==> src/rtl/rr_encoder_arbiter_if.sv <==
// Request/grant bundle between the requesting agents and the round-robin encoder arbiter.
// The master side drives requests and enable; the slave (arbiter) side returns the grant.
interface rr_encoder_arbiter_if;
    localparam int unsigned NumReq = 8;
    localparam int unsigned IdxW   = 3;

    logic              EN;
    logic [NumReq-1:0] req;
    logic [NumReq-1:0] gnt;
    logic [IdxW-1:0]   gnt_idx;
    logic              gnt_valid;
    logic [IdxW-1:0]   ptr;
    logic              hold_timeout;

    modport master (
        output EN, req,
        input  gnt, gnt_idx, gnt_valid, ptr, hold_timeout
    );

    modport slave (
        input  EN, req,
        output gnt, gnt_idx, gnt_valid, ptr, hold_timeout
    );
endinterface

==> src/rtl/rr_encoder_arbiter.sv <==
// Round-robin arbiter sharing the 8-input encode datapath among 8 requesters.
// Define ARB_HOLD_LIMIT_EN to force release after HOLD_MAX consecutive granted cycles.
module rr_encoder_arbiter #(
    parameter int unsigned HOLD_MAX = 16
) (
    input  logic                 clk,
    input  logic                 rst_n,
    rr_encoder_arbiter_if.slave  bus
);
    localparam int unsigned NumReq = 8;
    localparam int unsigned IdxW   = 3;
    localparam int unsigned CntW   = 8;
    localparam logic [CntW-1:0] CntMax = '1;

    if ((HOLD_MAX < 2) || (HOLD_MAX > 255)) begin : g_hold_max_range
        $error("rr_encoder_arbiter: HOLD_MAX must be in 2..255");
    end

    typedef enum logic {
        IDLE  = 1'b0,
        GRANT = 1'b1
    } state_e;

    state_e              state_q, state_d;
    logic [NumReq-1:0]   gnt_q, gnt_d;
    logic [IdxW-1:0]     idx_q, idx_d;
    logic [IdxW-1:0]     win_d;
    logic [IdxW-1:0]     ptr_q, ptr_d;
    logic                valid_q, valid_d;
    logic                timeout_q, timeout_d;
    logic [CntW-1:0]     cnt_q, cnt_d;
    logic [IdxW-1:0]     owner_nxt;
    logic [IdxW:0]       srch_ptr;
    logic [IdxW:0]       srch_nxt;

    // First set request at or after start, wrapping; returns {found, index}.
    function automatic logic [IdxW:0] rr_search(input logic [NumReq-1:0] r,
                                                input logic [IdxW-1:0]   start);
        logic [IdxW:0]   res;
        logic [IdxW-1:0] idx;
        res = '0;
        for (int i = NumReq - 1; i >= 0; i--) begin
            idx = start + IdxW'(i);
            if (r[idx]) begin
                res = {1'b1, idx};
            end
        end
        return res;
    endfunction

    assign owner_nxt = idx_q + IdxW'(1);
    assign srch_ptr  = rr_search(bus.req, ptr_q);
    assign srch_nxt  = rr_search(bus.req, owner_nxt);

`ifdef ARB_HOLD_LIMIT_EN
    localparam logic [CntW-1:0] HoldLim = CntW'(HOLD_MAX);
`endif

    // State and registered outputs.
    always_ff @(posedge clk or negedge rst_n) begin : p_state
        if (!rst_n) begin
            state_q   <= IDLE;
            gnt_q     <= '0;
            idx_q     <= '0;
            valid_q   <= 1'b0;
            ptr_q     <= '0;
            timeout_q <= 1'b0;
            cnt_q     <= '0;
        end else begin
            state_q   <= state_d;
            gnt_q     <= gnt_d;
            idx_q     <= idx_d;
            valid_q   <= valid_d;
            ptr_q     <= ptr_d;
            timeout_q <= timeout_d;
            cnt_q     <= cnt_d;
        end
    end

    // Next state, next owner, pointer and hold counter. EN low overrides everything.
    always_comb begin : p_next
        state_d   = state_q;
        win_d     = idx_q;
        ptr_d     = ptr_q;
        cnt_d     = cnt_q;
        timeout_d = 1'b0;
        case (state_q)
            IDLE: begin
                if (bus.EN && srch_ptr[IdxW]) begin
                    state_d = GRANT;
                    win_d   = srch_ptr[IdxW-1:0];
                    cnt_d   = CntW'(1);
                end else begin
                    win_d = '0;
                    cnt_d = '0;
                end
            end
            GRANT: begin
                if (!bus.EN) begin
                    state_d = IDLE;
                    win_d   = '0;
                    cnt_d   = '0;
                end else if (bus.req[idx_q]) begin
`ifdef ARB_HOLD_LIMIT_EN
                    // Owner still requesting: it re-enters the search at lowest priority.
                    if (cnt_q >= HoldLim) begin
                        ptr_d     = owner_nxt;
                        win_d     = srch_nxt[IdxW-1:0];
                        cnt_d     = CntW'(1);
                        timeout_d = 1'b1;
                    end else if (cnt_q != CntMax) begin
                        cnt_d = cnt_q + CntW'(1);
                    end
`else
                    if (cnt_q != CntMax) begin
                        cnt_d = cnt_q + CntW'(1);
                    end
`endif
                end else begin
                    ptr_d = owner_nxt;
                    if (srch_nxt[IdxW]) begin
                        win_d = srch_nxt[IdxW-1:0];
                        cnt_d = CntW'(1);
                    end else begin
                        state_d = IDLE;
                        win_d   = '0;
                        cnt_d   = '0;
                    end
                end
            end
            default: begin
                state_d = IDLE;
                win_d   = '0;
                cnt_d   = '0;
            end
        endcase
    end

    // Grant encoding derived from the next owner.
    always_comb begin : p_out
        gnt_d   = '0;
        idx_d   = '0;
        valid_d = 1'b0;
        if (state_d == GRANT) begin
            gnt_d[win_d] = 1'b1;
            idx_d        = win_d;
            valid_d      = 1'b1;
        end
    end

    assign bus.gnt          = gnt_q;
    assign bus.gnt_idx      = idx_q;
    assign bus.gnt_valid    = valid_q;
    assign bus.ptr          = ptr_q;
    assign bus.hold_timeout = timeout_q;

endmodule

==> src/flat_wrapper.sv <==
// flat-port wrapper written by rule: the top's interface ports become plain ports
module rr_encoder_arbiter_flat 
#(
    parameter int unsigned HOLD_MAX = 16
)
  (clk, rst_n, bus_EN, bus_req, bus_gnt, bus_gnt_idx, bus_gnt_valid, bus_ptr, bus_hold_timeout);
  rr_encoder_arbiter_if bus_i ();
  input  logic clk;
  input  logic rst_n;
  input wire logic [$bits(bus_i.EN)-1:0] bus_EN;
  input wire logic [$bits(bus_i.req)-1:0] bus_req;
  output wire logic [$bits(bus_i.gnt)-1:0] bus_gnt;
  output wire logic [$bits(bus_i.gnt_idx)-1:0] bus_gnt_idx;
  output wire logic [$bits(bus_i.gnt_valid)-1:0] bus_gnt_valid;
  output wire logic [$bits(bus_i.ptr)-1:0] bus_ptr;
  output wire logic [$bits(bus_i.hold_timeout)-1:0] bus_hold_timeout;
  assign bus_i.EN = bus_EN;
  assign bus_i.req = bus_req;
  assign bus_gnt = bus_i.gnt;
  assign bus_gnt_idx = bus_i.gnt_idx;
  assign bus_gnt_valid = bus_i.gnt_valid;
  assign bus_ptr = bus_i.ptr;
  assign bus_hold_timeout = bus_i.hold_timeout;
  rr_encoder_arbiter #(.HOLD_MAX(HOLD_MAX)) u_core (.clk(clk), .rst_n(rst_n), .bus(bus_i));
endmodule
==> config.mk <==
export PLATFORM = sky130hd
export DESIGN_NAME = rr_encoder_arbiter_flat
export DESIGN_NICKNAME = d
export VERILOG_FILES = /design/src/rtl/rr_encoder_arbiter_if.sv /design/src/rtl/rr_encoder_arbiter.sv /design/src/flat_wrapper.sv
export SDC_FILE = /design/constraint.sdc
export NUM_CORES = 1
export LEC_CHECK = 0
export ABC_AREA = 1
export CAP_MARGIN = 20
export CORE_UTILIZATION = 45
export CTS_BUF_LIST = sky130_fd_sc_hd__clkbuf_2 sky130_fd_sc_hd__clkbuf_4 sky130_fd_sc_hd__clkbuf_8
export CTS_CLUSTER_DIAMETER = 200
export DETAILED_ROUTE_END_ITERATION = 7
export PLACE_DENSITY = 0.68
export REMOVE_ABC_BUFFERS = 1
export SYNTH_ARGS = -nofsm -noshare
export SYNTH_HDL_FRONTEND = slang
export SYNTH_SLANG_ARGS = --single-unit
==> constraint.sdc <==
create_clock -name clk -period 5.89 [get_ports clk]
set_clock_uncertainty 0.2 [all_clocks]
set_input_delay 0.8835 -clock clk [delete_from_list [all_inputs] [get_ports clk]]
set_output_delay 0.8835 -clock clk [all_outputs]
set_load 0.1 [all_outputs]
==> impl_metrics.ini <==
[floorplanning]
num_io_pins = 27
die_x_um = 67.97
core-area_um2 = 4086
start_util = 0.4792
die_h_um = 67.97
core.rowCount = 23
die-area_um2 = 4619

[yosys]
seq_area_frac_synth = 0.1917
synth-compound-area-share = 0.1125
synth_top_family_by_area = simple AND/OR/NAND/NOR gates
syn-mean-instance-area_um2 = 5.563
synth_fa_ha_area_frac = 0.02556
synthFlopType = dfrtp_1
syn_inst = 352
yosysWarnings = 0
async_flop_share = 1.000
syn_area_um2 = 1958
synth-simple-area-share = 0.5342
yosys_register_bits = 15
muxShareOfSynthArea = 0
ys_types = 29
synthXorXnorAreaFrac = 0.01342
synth_edf_count = 0

[cts]
path_clk_slew_ns = 0.06
clockBufferDepth = 2
insertion_delay_ns = 0.25
postCtsSetupRepairBufs = 0
cts.sinks = 15
cts_root_buf = clkbuf_8
cts_tree = yes
cts_buffers = 3
htree_levels = 1
hold_buffers = 0
postCtsResizedCells = 0

[layout]
fin_cells = 423
fillers = 418
drive_gt1_frac = 0.1046
area_growth_pct = 14.50
antenna_cells = 0
final_common_cell = nand2_1
finalNetCount = 389
layout_common_cells = nand2_1, nand3_1, inv_1, clkdlybuf4s50_1, nor2_1

[placement]
io_buffers = 25
post-place-cells = 419
gp_congestion = 0.9255
dp_hpwl_mm = 4.095

[route]
routed_wl_mm = 4.995
drt_iter0_drc = 234
vias = 2197
drc = 0
dr.pass1.iters = 5
final_antenna_net_count = 0
wl_per_cell_um = 11.81
viasPerCell = 5.194

[global_routing]
grt_pass1_vias = 1949
grt_use_total = 0.2387
overflow = 0
grt_max_degree = 22
grt_first_pass_wirelength_mm = 8.321
antenna_found_initial = 0

[timing]
hold_violations = 0
tightest_slew_ns = 0.9796
finalSetupTns_ns = 0
fmax_mhz = 290.8
setup_viol = 0
post-route-period-util = 0.5838
min_period_ns = 3.439
relSlewSlack = 0.3449
rsz0062_at_grt = false
slew_viol_final = 0

[worst_setup_path]
arrival_ns = 2.36
cp.buffers_inverters = 1
path_cells = clkdlybuf4s50_1
required_ns = 4.81
crit_path_max_incr_delay_ns = 1.27
crit_family = buffers and inverters
endpoint_kind = output pin
path_class = register to output pin
crit_slowest_cell = clkdlybuf4s50_1
crit_fanout = 21
critPathLaunchType = register

[run]
maxCapViolCount = 0

[run_status]
status = completed

[min_path]
hold_class = register to register
## final timing paths
kind	from	to	slack [ns]	cells after the start
setup / recovery	u_core.bus.ptr[0]	bus_ptr[0]	2.45	1
max in group asynchronous	rst_n	u_core.bus.gnt[6]	4.25	1
setup reg to reg	u_core.bus.gnt_idx[0]	u_core.bus.gnt[3]	2.47	22
hold reg to reg	u_core.state_q	u_core.state_q	0.48	5
min in group asynchronous	rst_n	u_core.bus.gnt[7]	0.83	1
hold / removal	u_core.state_q	u_core.state_q	0.48	5
## kinds of logic after synthesis
logic type | Yosys count
AOI/OAI and AO/OA | 36
xor gates and xnor gates | 3
adders and majority gates | 4
buffers and inverters | 51
DFF | 15
other | 1
and+or+nand+nor | 242
## final cells by class
class                           instances  area [um2]  area share
Clock inverter                          1       5.005    0.002232
Sequential cell                        15       375.4      0.1674
Tap cell                               50       62.56     0.02790
Clock buffer                            3       41.29     0.01842
Multi-Input combinational cell        286        1346      0.6004
Timing Repair Buffer                   25       250.2      0.1116
Inverter                               43       161.4     0.07199
## registers in the layout, indices dropped and copies added (netlist names)
register            count
u_core.bus.gnt          8
u_core.bus.gnt_idx      3
u_core.bus.ptr          3
u_core.state_q          1
## stage by stage
step                      setup WS, ns  hold WS (ns)  utilization  instance area, um2
after floorplan                  2.315        0.3879            -                1883
after global placement           2.510        0.4872       0.5374                2196
after detailed placement         2.536        0.4726       0.5374                2196
after CTS                        2.450        0.4819       0.5487                2242
after global routing             2.048        0.5646       0.5487                2242
final                            2.451        0.4758       0.5487                2242
## synthesized netlist by cell type, types with 3 or more instances
master,n,area share
o21ai_0,7,0.018
nand2_4,4,0.023
inv_2,8,0.015
nand2_1,165,0.32
buf_4,3,0.012
inv_1,34,0.065
o21ai_1,4,0.010
nand2_2,11,0.035
o21ai_2,4,0.018
nor2_1,16,0.031
nand3_1,40,0.10
dfrtp_1,15,0.19
a21oi_1,15,0.038
ha_1,4,0.026
## per-layer routing
metal	vias to the layer above	wire, um	GRT usage
li1	1142	-	-
met1	974	2421	0.3269
met2	71	2188	0.3848
met3	10	309	0.03000
met4	0	75	0.07813
met5	-	0	0
Power is left out: the tool's default activity adds up to more than one toggle a clock period on the data nets, which glitch-free logic cannot reach.
